===== config.mk =====
export PLATFORM = sky130hd
export DESIGN_NAME = hazard_forwarding_unit
export DESIGN_NICKNAME = d
export VERILOG_FILES = /design/src/rtl/hazard_forwarding_unit.sv
export SDC_FILE = /design/constraint.sdc
export NUM_CORES = 1
export LEC_CHECK = 0
export ABC_AREA = 0
export ABC_CLOCK_PERIOD_IN_PS = 3120
export BUFFER_PORTS_ARGS = -buffer_cell sky130_fd_sc_hd__buf_4
export CAP_MARGIN = 20
export CORE_MARGIN = 2
export CORE_UTILIZATION = 59
export CTS_BUF_LIST = sky130_fd_sc_hd__clkbuf_8
export DETAILED_ROUTE_END_ITERATION = 8
export GPL_ROUTABILITY_DRIVEN = 0
export PLACE_DENSITY = 0.92
export SYNTH_ARGS = -nofsm -noshare
export SYNTH_HDL_FRONTEND = slang
export SYNTH_SLANG_ARGS = --single-unit

===== constraint.sdc =====
create_clock -name clk -period 3.12 [get_ports clk]
set_input_delay 0.468 -clock clk [delete_from_list [all_inputs] [get_ports clk]]
set_output_delay 0.468 -clock clk [all_outputs]
set_load 0.01 [all_outputs]

===== src/rtl/hazard_forwarding_unit.sv =====
// Operand-forwarding selects and load-use stall/flush control for the ID stage; optional HAZARD_STALL_ONLY_EN = interlock without forwarding.
// Latency: outputs are combinational from tracked EX/MEM/WB state and ID inputs (valid zero cycles after each edge).
// Backpressure: a stall drops pc_le/ifid_le and injects a NOP bubble into EX; a pending stall suppresses the branch flush.
module hazard_forwarding_unit #(
  parameter int REG_W  = 4,
  parameter int PC_REG = 15,
  parameter int CNT_W  = 16
) (
  input  logic             clk,
  input  logic             reset,
  input  logic [REG_W-1:0] id_rn,
  input  logic [REG_W-1:0] id_rm,
  input  logic [REG_W-1:0] id_rd,
  input  logic             id_use_rn,
  input  logic             id_use_rm,
  input  logic             id_use_rd,
  input  logic             id_rf_e,
  input  logic             id_load,
  input  logic             branch_taken,
  output logic [1:0]       sel_pa,
  output logic [1:0]       sel_pb,
  output logic [1:0]       sel_pd,
  output logic             pc_le,
  output logic             ifid_le,
  output logic             nop_s,
  output logic             ifid_clr,
  output logic [CNT_W-1:0] stall_cnt
);

  localparam logic [REG_W-1:0] PC_R = REG_W'(PC_REG);

  // Shadow of the EX/MEM/WB destination tracking
  logic [REG_W-1:0] ex_rd_q, mem_rd_q, wb_rd_q;
  logic             ex_rf_e_q, mem_rf_e_q, wb_rf_e_q;
  logic             ex_load_q;
  logic [CNT_W-1:0] stall_cnt_q;

  logic [REG_W-1:0] ex_rd_d;
  logic             ex_rf_e_d, ex_load_d;
  logic [CNT_W-1:0] stall_cnt_d;

  logic ex_rn_m, ex_rm_m, ex_rd_m;
  logic mem_rn_m, mem_rm_m, mem_rd_m;
  logic wb_rn_m, wb_rm_m, wb_rd_m;
  logic ex_any, mem_any, wb_any;
  logic stall;

  // A stage supplies a source only if it writes that register; the PC register is never forwarded.
  function automatic logic match(input logic rf_e, input logic [REG_W-1:0] rd,
                                 input logic [REG_W-1:0] src, input logic use_src);
    return rf_e & (rd == src) & use_src & (src != PC_R);
  endfunction

  // Per-stage, per-operand dependency detection
  always_comb begin
    ex_rn_m  = match(ex_rf_e_q,  ex_rd_q,  id_rn, id_use_rn);
    ex_rm_m  = match(ex_rf_e_q,  ex_rd_q,  id_rm, id_use_rm);
    ex_rd_m  = match(ex_rf_e_q,  ex_rd_q,  id_rd, id_use_rd);
    mem_rn_m = match(mem_rf_e_q, mem_rd_q, id_rn, id_use_rn);
    mem_rm_m = match(mem_rf_e_q, mem_rd_q, id_rm, id_use_rm);
    mem_rd_m = match(mem_rf_e_q, mem_rd_q, id_rd, id_use_rd);
    wb_rn_m  = match(wb_rf_e_q,  wb_rd_q,  id_rn, id_use_rn);
    wb_rm_m  = match(wb_rf_e_q,  wb_rd_q,  id_rm, id_use_rm);
    wb_rd_m  = match(wb_rf_e_q,  wb_rd_q,  id_rd, id_use_rd);
    ex_any   = ex_rn_m  | ex_rm_m  | ex_rd_m;
    mem_any  = mem_rn_m | mem_rm_m | mem_rd_m;
    wb_any   = wb_rn_m  | wb_rm_m  | wb_rd_m;
  end

`ifdef HAZARD_STALL_ONLY_EN
  // Full interlock: hold ID until every producer has retired from WB; operands always come from the RF.
  always_comb begin
    stall  = ex_any | mem_any | wb_any | (ex_load_q & 1'b0);
    sel_pa = 2'b00;
    sel_pb = 2'b00;
    sel_pd = 2'b00;
  end
`else
  // Youngest producer wins; an operand waiting on a load in EX is don't-care while stalled, so it reads the RF.
  function automatic logic [1:0] pick(input logic ex_m, input logic mem_m,
                                      input logic wb_m, input logic stl);
    if (ex_m)       return stl ? 2'b00 : 2'b01;
    else if (mem_m) return 2'b10;
    else if (wb_m)  return 2'b11;
    else            return 2'b00;
  endfunction

  // Only a load in EX cannot be forwarded in time; it costs exactly one bubble.
  always_comb begin
    stall  = ex_load_q & ex_rf_e_q & ex_any;
    sel_pa = pick(ex_rn_m, mem_rn_m, wb_rn_m, stall);
    sel_pb = pick(ex_rm_m, mem_rm_m, wb_rm_m, stall);
    sel_pd = pick(ex_rd_m, mem_rd_m, wb_rd_m, stall);
  end
`endif

  // Stall/flush controls and next-state of the EX slot and counter
  always_comb begin
    pc_le       = ~stall;
    ifid_le     = ~stall;
    nop_s       = stall;
    ifid_clr    = branch_taken & ~stall;
    stall_cnt   = stall_cnt_q;
    ex_rd_d     = id_rd;
    ex_rf_e_d   = id_rf_e & ~stall;
    ex_load_d   = id_load & ~stall;
    stall_cnt_d = stall_cnt_q;
    if (stall && (stall_cnt_q != {CNT_W{1'b1}}))
      stall_cnt_d = stall_cnt_q + CNT_W'(1);
  end

  // Advance the tracking pipeline one stage per clock; reset clears everything at once.
  always_ff @(posedge clk or posedge reset) begin
    if (reset) begin
      ex_rd_q     <= '0;
      ex_rf_e_q   <= 1'b0;
      ex_load_q   <= 1'b0;
      mem_rd_q    <= '0;
      mem_rf_e_q  <= 1'b0;
      wb_rd_q     <= '0;
      wb_rf_e_q   <= 1'b0;
      stall_cnt_q <= '0;
    end else begin
      ex_rd_q     <= ex_rd_d;
      ex_rf_e_q   <= ex_rf_e_d;
      ex_load_q   <= ex_load_d;
      mem_rd_q    <= ex_rd_q;
      mem_rf_e_q  <= ex_rf_e_q;
      wb_rd_q     <= mem_rd_q;
      wb_rf_e_q   <= mem_rf_e_q;
      stall_cnt_q <= stall_cnt_d;
    end
  end

endmodule


==> impl_summary.txt, run 1 <==
----------------------------------------------------
[Place]
  Minimum setup slack after placement ... 0.611 ns
  Placed cell areas ... 2180 um^2
  Hpwl dp ... 3200 um
  Number of placed instances with taps included ... 246
  Port buffer count ... 45

[Die]
  Die area ... 3520 um^2
  I/O pin total ... 46
  Die X-Extent ... 59.4 um
  Count of standard-cell rows ... 20
  Core region area ... 2980 um^2
  Die Height ... 59.4 um
  Effective utilization at floorplan ... 60.7%

[Synthesis]
  Post-synthesis cell type count ... 31
  Count of yosys warnings during synthesis ... 0
  EDFF count, synth ... 0
  Share of synthesized registers carrying an async set or reset ... 100%
  Summed instance area of the synthesized netlist ... 1810 um^2
  Number of instances in the synthesized netlist ... 169
  Most area-hungry cell type in the Yosys netlist ... sky130_fd_sc_hd__dfrtp_1
  Most instantiated flip-flop cell in the synthesis netlist ... sky130_fd_sc_hd__dfrtp_1
  Most used standard cell by instance count after synthesis ... sky130_fd_sc_hd__xor2_1
  Synth Register Bits ... 32
  Synth Area per Inst ... 10.7 um^2
  Fraction of post-synthesis cell area in the top cell type by area ... 44.3%
  Sequential fraction of the synthesis area ... 44.3%
  Commonest cells in the netlist ... 34 x sky130_fd_sc_hd__xor2_1, 32 x sky130_fd_sc_hd__dfrtp_1, 15 x sky130_fd_sc_hd__xnor2_1
  Number of nets produced by synthesis ... 190
  Synth top area cells ... sky130_fd_sc_hd__dfrtp_1 44%, sky130_fd_sc_hd__xor2_1 16%, sky130_fd_sc_hd__xnor2_1 7.3%, sky130_fd_sc_hd__nand4_1 4.2%, sky130_fd_sc_hd__nor4_1 4.2%

[Critical path]
  Capturing element type of the critical path ... output port
  Max incr delay on CP ... 0.45 ns
  Critical path fanouts, max ... 9
  Worst EP arrival ... 2.25 ns
  Slowest cell on the critical path ... sky130_fd_sc_hd__dfrtp_1
  Required time reported for the critical path endpoint ... 2.65 ns
  Internal reg-to-reg setup slack ... 0.88 ns
  Top delay family on crit path ... simple AND/OR/NAND/NOR gates
  Worst path bufs/invs ... 2
  Cell chain of the critical path ... xnor2_1 > nand4_1 > nor4_4 > o31a_1 > inv_2 > and2_1 > buf_4
  Startpoint type of the worst setup path ... register
  Startpoint-to-endpoint class of the critical path ... register to output port

[Clocking]
  Resized cells post-CTS ... 0
  Total of hold buffers inserted after clock tree synthesis ... 0
  CTS clock-pin slew for the worst setup and hold paths ... 0.07 ns
  Clock sink total ... 32
  Bufs on Longest Clock Path ... 2
  Worst-skew pair later-pin latency ... 0.28 ns
  Inserted Clock Buffers ... 5
  H-tree levels ... 2
  Postcts setup bufs ... 0
  Root Driver ... sky130_fd_sc_hd__clkbuf_8
  TritonCTS clock tree ... built

[Power]
  Overall power consumption ... 0.940 mW
  Clk network pwr share ... 34.6%
  Max VDD drop ... 312 uV
  Combinational fraction of design power ... 15.8%
  Switching share of power ... 26.7%
  Part of the total power dissipated in sequential elements ... 49.6%
  Sw power ... 0.251 mW
  Leak pwr ... 1.07 nW
  Total internal power ... 0.689 mW
  Cell area power density ... 414 nW/um^2

[Detailed routing]
  DRT Wirelength ... 4170 um
  Number of detailed-route iterations in the first pass ... 5
  Mean number of vias per cell ... 5.86
  DRC Markers ... 0
  Wire length per cell ... 16.4 um
  Residual antenna-violating net count after detailed routing ... 0
  Count of vias placed by the detailed router ... 1488
  Count of routing violations after the opening detailed-route iteration ... 62

[GRT]
  Total routing resource utilization after global routing ... 26.1%
  Largest net degree at the start of global routing ... 33
  Grt total ovfl ... 0
  Number of antenna violations at the first check in global routing ... 0
  First-pass GRT wire length ... 6800 um
  Via count of the first global-routing pass ... 1427

[Timing]
  Transition time at the pin with the least slew margin ... 0.441 ns
  Fin. Hold Viols ... 0
  Worst-case headroom to the max-slew limit ... 70.4%
  Post-route setup TNS ... 0 ns
  Clk_skew ... 0.00471 ns
  Final Cycle Share ... 87.0%
  Setup Viol. Count Final ... 0
  Setup repair after global routing missed its margin ... false
  Final worst hold slack ... 0.268 ns
  Total count of max-transition violations in the final report ... 0
  Smallest setup slack after layout ... 0.406 ns
  Highest attainable clock frequency ... 368 MHz
  Time the worst path needs with I/O delays and setup ... 2.71 ns

[Layout]
  Filler instances ... 213
  Utilization of the core after routing ... 76.2%
  Number of cells in the finished layout apart from fillers ... 254
  Layout cells sized above 1 ... 28.5%
  Total non-filler cell area in the finished layout ... 2270 um^2
  Final antenna diode count ... 0
  Area added between synthesis and finish ... 25.5%
  Total area of sequential cells ... 801 um^2
  Nets@finish ... 241
  Area of the multi-input gates ... 981 um^2

[Job]
  Reported max-cap violation count ... 0

[Run status]
  Run status ... complete, no violations

[Min path]
  Type of the tightest min-delay check ... primary input to async pin

----------------------------------------------------
final cells by class:
cell class                      count  share of cell area (%)
Clock buffer                        6                    3.64
Clock inverter                      2                   0.496
Tap cell                           33                    1.82
Inverter                            2                   0.331
Timing Repair Buffer               46                    15.2
Sequential cell                    32                    35.3
Multi-Input combinational cell    133                    43.2
cell families (layout without fill, tap and decap cells):
logic type / count (synthesis) / after routing / share of synthesized area [%]
buffers and inverters: 4 / 56 / 1.45
AOI/OAI and AO/OA: 6 / 6 / 2.28
adders and majority gates: 1 / 1 / 0.692
and+or+nand+nor: 75 / 75 / 26.1
DFF: 32 / 32 / 44.3
muxes: 2 / 2 / 1.45
xor gates and xnor gates: 49 / 49 / 23.7
worst min-delay path: stages:
cell and delay [ns]:
sky130_fd_sc_hd__buf_4 0.10, sky130_fd_sc_hd__inv_1 0.04, sky130_fd_sc_hd__buf_4 0.35
power groups by stage:
stage / sequential, mW / combinational [mW] / clock, mW
6_report: 0.466 / 0.149 / 0.325
5_1_grt: 0.471 / 0.164 / 0.351
4_1_cts: 0.466 / 0.150 / 0.333
3_5_place_dp: 0.474 / 0.150 / 0
3_3_place_gp: 0.472 / 0.144 / 0
2_1_floorplan: 0.471 / 0.0799 / 0
per-layer routing:
metal / up-vias / GRT usage [%] / part of all wire (%)
met1: 716 / 37.0 / 44
met2: 71 / 39.2 / 48
met3: 4 / 6.77 / 7.2
met4: 0 / 7.79 / 0.74
li1: 697 / - / -
met5: - / 0 / 0
path summary, 6_finish.rpt:
kind	startpoint	end	depth (start not counted)
max in group asynchronous	reset	mem_rf_e_q	3
hold reg to reg	mem_rf_e_q	wb_rf_e_q	0
setup reg to reg	ex_rd_q[0]	stall_cnt[6]	7
setup / recovery	ex_rd_q[0]	ifid_clr	7
min in group clk	id_rd[3]	ex_rd_q[3]	1
hold / removal	reset	stall_cnt[10]	3
state kept, by name, indices dropped and copies added, names as in the netlist:
signal      flops
stall_cnt      16
ex_rd_q         4
mem_rd_q        4
wb_rd_q         4
ex_load_q       1
ex_rf_e_q       1
mem_rf_e_q      1
wb_rf_e_q       1
layout by cell type (no fill, tap or decap), types with 2 or more instances in the layout:
cell type	netlist	layout
sky130_fd_sc_hd__a21oi_1	2	2
sky130_fd_sc_hd__a22o_1	2	2
sky130_fd_sc_hd__and2_1	4	4
sky130_fd_sc_hd__and3_1	6	6
sky130_fd_sc_hd__buf_4	1	46
sky130_fd_sc_hd__clkbuf_8	0	6
sky130_fd_sc_hd__dfrtp_1	32	32
sky130_fd_sc_hd__inv_1	1	2
sky130_fd_sc_hd__nand2_1	9	9
sky130_fd_sc_hd__nand2b_1	2	2
sky130_fd_sc_hd__nand3_1	7	7
sky130_fd_sc_hd__nand4_1	12	12
sky130_fd_sc_hd__nor2_1	12	12
sky130_fd_sc_hd__nor3_2	2	2
sky130_fd_sc_hd__nor4_1	12	12
sky130_fd_sc_hd__nor4_4	2	2
sky130_fd_sc_hd__xnor2_1	15	15
sky130_fd_sc_hd__xor2_1	34	34
(Power assumes the default switching activity.)
==> run 2: changes to the inputs <==
--- a/config.mk
+++ b/config.mk
@@ -7,14 +7,14 @@
 export LEC_CHECK = 0
 export ABC_AREA = 0
 export ABC_CLOCK_PERIOD_IN_PS = 3120
-export BUFFER_PORTS_ARGS = -buffer_cell sky130_fd_sc_hd__buf_4
 export CAP_MARGIN = 20
 export CORE_MARGIN = 2
-export CORE_UTILIZATION = 59
+export CORE_UTILIZATION = 70
 export CTS_BUF_LIST = sky130_fd_sc_hd__clkbuf_8
 export DETAILED_ROUTE_END_ITERATION = 8
+export DONT_BUFFER_PORTS = 1
 export GPL_ROUTABILITY_DRIVEN = 0
-export PLACE_DENSITY = 0.92
+export PLACE_DENSITY = 0.91
 export SYNTH_ARGS = -nofsm -noshare
 export SYNTH_HDL_FRONTEND = slang
 export SYNTH_SLANG_ARGS = --single-unit
==> run 2 against run 1 <==
Effect of this change:
- flip-flop and latch count did not move
- final cell count fell by 19%
- largest cell class unchanged
- critical path depth fell by 1
- via count fell by 8.5%
- combinational power fell by 32%
- core utilization rose by 2.6 points
- critical endpoint unchanged
- design area fell by 15%
- highest routed layer unchanged
==> impl_summary.txt, run 2 (synthesis results as in run 1) <==
----------------------------------------------------
[Critical path]
  Critical path fanouts, max ... 9 (unchanged)
  Capturing element type of the critical path ... output port (unchanged)
  Slowest cell on the critical path ... sky130_fd_sc_hd__dfrtp_1 (unchanged)
  Max incr delay on CP ... 0.44 ns (was 0.45 ns)
  Startpoint-to-endpoint class of the critical path ... register to output port (unchanged)
  Cell chain of the critical path ... xnor2_1 > nand3_1 > nor4b_4 > o31a_1 > inv_2 > and2_1 (was xnor2_1 > nand4_1 > nor4_4 > o31a_1 > inv_2 > and2_1 > buf_4)
  Number of cells traversed by the worst register-to-register path ... 7 (unchanged)
  Worst EP arrival ... 2.34 ns (was 2.25 ns)
  Critical register-to-register path startpoint ... ex_rd_q[2] (was ex_rd_q[0])
  Internal reg-to-reg setup slack ... 0.73 ns (was 0.88 ns)
  FF-to-FF End ... stall_cnt[6] (unchanged)
  Worst setup path endpoint ... ifid_clr (unchanged)
  Start point of the critical path ... ex_rd_q[2] (was ex_rd_q[0])
  Startpoint type of the worst setup path ... register (unchanged)
  Required time reported for the critical path endpoint ... 2.65 ns (about the same)

[Min path]
  Type of the tightest min-delay check ... primary input to async pin (unchanged)

[Layout]
  Total non-filler cell area in the finished layout ... 1940 um^2 (was 2270 um^2)
  Utilization of the core after routing ... 78.8% (was 76.2%)
  Filler instances ... 153 (was 213)
  Area added between synthesis and finish ... 7.06% (was 25.5%)
  Number of cells in the finished layout apart from fillers ... 205 (was 254)
  Nets@finish ... 196 (was 241)
  Commonest non-fill, non-tap cell in the layout ... sky130_fd_sc_hd__xor2_1 (was sky130_fd_sc_hd__buf_4)
  Most frequent cells in the layout ... 34 x sky130_fd_sc_hd__xor2_1, 32 x sky130_fd_sc_hd__dfrtp_1, 15 x sky130_fd_sc_hd__xnor2_1 (was 46 x sky130_fd_sc_hd__buf_4, 34 x sky130_fd_sc_hd__xor2_1, 32 x sky130_fd_sc_hd__dfrtp_1)
  Final antenna diode count ... 0 (unchanged)
  Layout cells sized above 1 ... 10.3% (was 28.5%)
  Number of flip-flops under the largest register name ... 16 (unchanged)

[Power]
  Clk network pwr share ... 33.9% (was 34.6%)
  Overall power consumption ... 0.869 mW (was 0.940 mW)
  Switching share of power ... 26.8% (was 26.7%)
  Part of the total power dissipated in sequential elements ... 54.4% (was 49.6%)
  Total internal power ... 0.636 mW (was 0.689 mW)
  Cell area power density ... 449 nW/um^2 (was 414 nW/um^2)
  Sw power ... 0.233 mW (was 0.251 mW)
  Max VDD drop ... 528 uV (was 312 uV)
  Combinational fraction of design power ... 11.7% (was 15.8%)
  Leak pwr ... 0.842 nW (was 1.07 nW)

[Timing]
  Fin. Hold Viols ... 0 (unchanged)
  Smallest setup slack after layout ... 0.310 ns (was 0.406 ns)
  Setup repair after global routing missed its margin ... false (unchanged)
  Final worst hold slack ... 0.126 ns (was 0.268 ns)
  Setup Viol. Count Final ... 0 (unchanged)
  Worst-case headroom to the max-slew limit ... 62.1% (was 70.4%)
  Final Cycle Share ... 90.1% (was 87.0%)
  Post-route setup TNS ... 0 ns (unchanged)
  Time the worst path needs with I/O delays and setup ... 2.81 ns (was 2.71 ns)
  Transition time at the pin with the least slew margin ... 0.568 ns (was 0.441 ns)
  Total count of max-transition violations in the final report ... 0 (unchanged)
  Clk_skew ... 0.00449 ns (was 0.00471 ns)
  Highest attainable clock frequency ... 356 MHz (was 368 MHz)

[Job]
  Reported max-cap violation count ... 0 (unchanged)

[Detailed routing]
  Mean number of vias per cell ... 6.64 (was 5.86)
  Wire length per cell ... 20.4 um (was 16.4 um)
  DRT Wirelength ... 4180 um (was 4170 um)
  DRC Markers ... 0 (unchanged)
  Count of vias placed by the detailed router ... 1361 (was 1488)
  Number of detailed-route iterations in the first pass ... 5 (unchanged)
  Count of routing violations after the opening detailed-route iteration ... 56 (was 62)
  Residual antenna-violating net count after detailed routing ... 0 (unchanged)

[Clocking]
  CTS clock-pin slew for the worst setup and hold paths ... 0.06 ns (was 0.07 ns)
  Root Driver ... sky130_fd_sc_hd__clkbuf_8 (unchanged)
  H-tree levels ... 2 (unchanged)
  Inserted Clock Buffers ... 5 (unchanged)
  Resized cells post-CTS ... 0 (unchanged)
  Total of hold buffers inserted after clock tree synthesis ... 0 (unchanged)
  Bufs on Longest Clock Path ... 2 (unchanged)
  Postcts setup bufs ... 0 (unchanged)
  TritonCTS clock tree ... built (unchanged)
  Worst-skew pair later-pin latency ... 0.28 ns (about the same)
  Clock sink total ... 32 (unchanged)

[GRT]
  Largest net degree at the start of global routing ... 21 (was 33)
  First-pass GRT wire length ... 6530 um (was 6800 um)
  Total routing resource utilization after global routing ... 32.1% (was 26.1%)
  Grt total ovfl ... 0 (unchanged)
  Via count of the first global-routing pass ... 1354 (was 1427)
  Number of antenna violations at the first check in global routing ... 0 (unchanged)

[Run status]
  Run status ... complete, no violations (unchanged)

[Die]
  Core region area ... 2450 um^2 (was 2980 um^2)
  Effective utilization at floorplan ... 73.6% (was 60.7%)
  Die area ... 3010 um^2 (was 3520 um^2)
  Count of standard-cell rows ... 18 (was 20)
  Die Height ... 54.8 um (was 59.4 um)
  I/O pin total ... 46 (unchanged)
  Die X-Extent ... 54.8 um (was 59.4 um)

[Place]
  Placed cell areas ... 1850 um^2 (was 2180 um^2)
  Hpwl dp ... 3140 um (was 3200 um)
  Minimum setup slack after placement ... 0.623 ns (was 0.611 ns)
  Number of placed instances with taps included ... 198 (was 246)
  Port buffer count ... 0 (was 45)

----------------------------------------------------
-- run 2: cell count changes in the layout (fill, tap and decap cells not counted) --
cell / before / now
sky130_fd_sc_hd__buf_16: 0 / 1
sky130_fd_sc_hd__inv_1: 2 / 1
sky130_fd_sc_hd__buf_4: 46 / 0
sky130_fd_sc_hd__clkinv_2: 0 / 1
sky130_fd_sc_hd__clkbuf_8: 6 / 5
-- run 2: layout make-up --
cell class	count	area (um^2)	share of cell area (%)
clock inverters	2	12.5	0.646
repair buffers	1	27.5	1.42
flip-flops and latches	32	801	41.4
multi-input cells	133	981	50.7
well taps	30	37.5	1.94
inverters	2	7.51	0.388
clock buffers	5	68.8	3.56
-- run 2: worst max-delay path: cells and delay by family, from the launching register on --
kind	cells	cell delay [ns]
flops	1	0.44
buf+inv	1	0.20
compound gates	1	0.44
simple gates	3	0.75
xor+xnor	1	0.23
-- run 2: worst min-delay path by stage --
stage | start | endpoint | slack (ns) | cells after the start
finish | reset | ex_rd_q[3] | 0.13 | 1
floorplan | mem_rf_e_q | wb_rf_e_q | 0.39 | 0
global placement | mem_rf_e_q | wb_rf_e_q | 0.45 | 0
global route | reset | ex_rd_q[1] | 0.16 | 1
detailed placement | reset | ex_rd_q[1] | 0.44 | 1
CTS | reset | ex_rd_q[1] | 0.13 | 1
-- run 2: power groups by stage --
stage | combinational (mW) | sequential [mW] | clock [mW]
after detailed placement | 0.100 | 0.480 | 0
after floorplan | 0.0799 | 0.471 | 0
after CTS | 0.103 | 0.473 | 0.300
after global routing | 0.111 | 0.477 | 0.320
final | 0.102 | 0.473 | 0.295
after global placement | 0.0866 | 0.478 | 0
-- run 2: metal layers --
layer	share of wire, %	global-route usage [%]	vias up
met5	0	0	-
met4	2.2	15.0	0
met3	12	12.6	14
met2	45	44.2	91
met1	41	44.0	644
li1	-	-	612
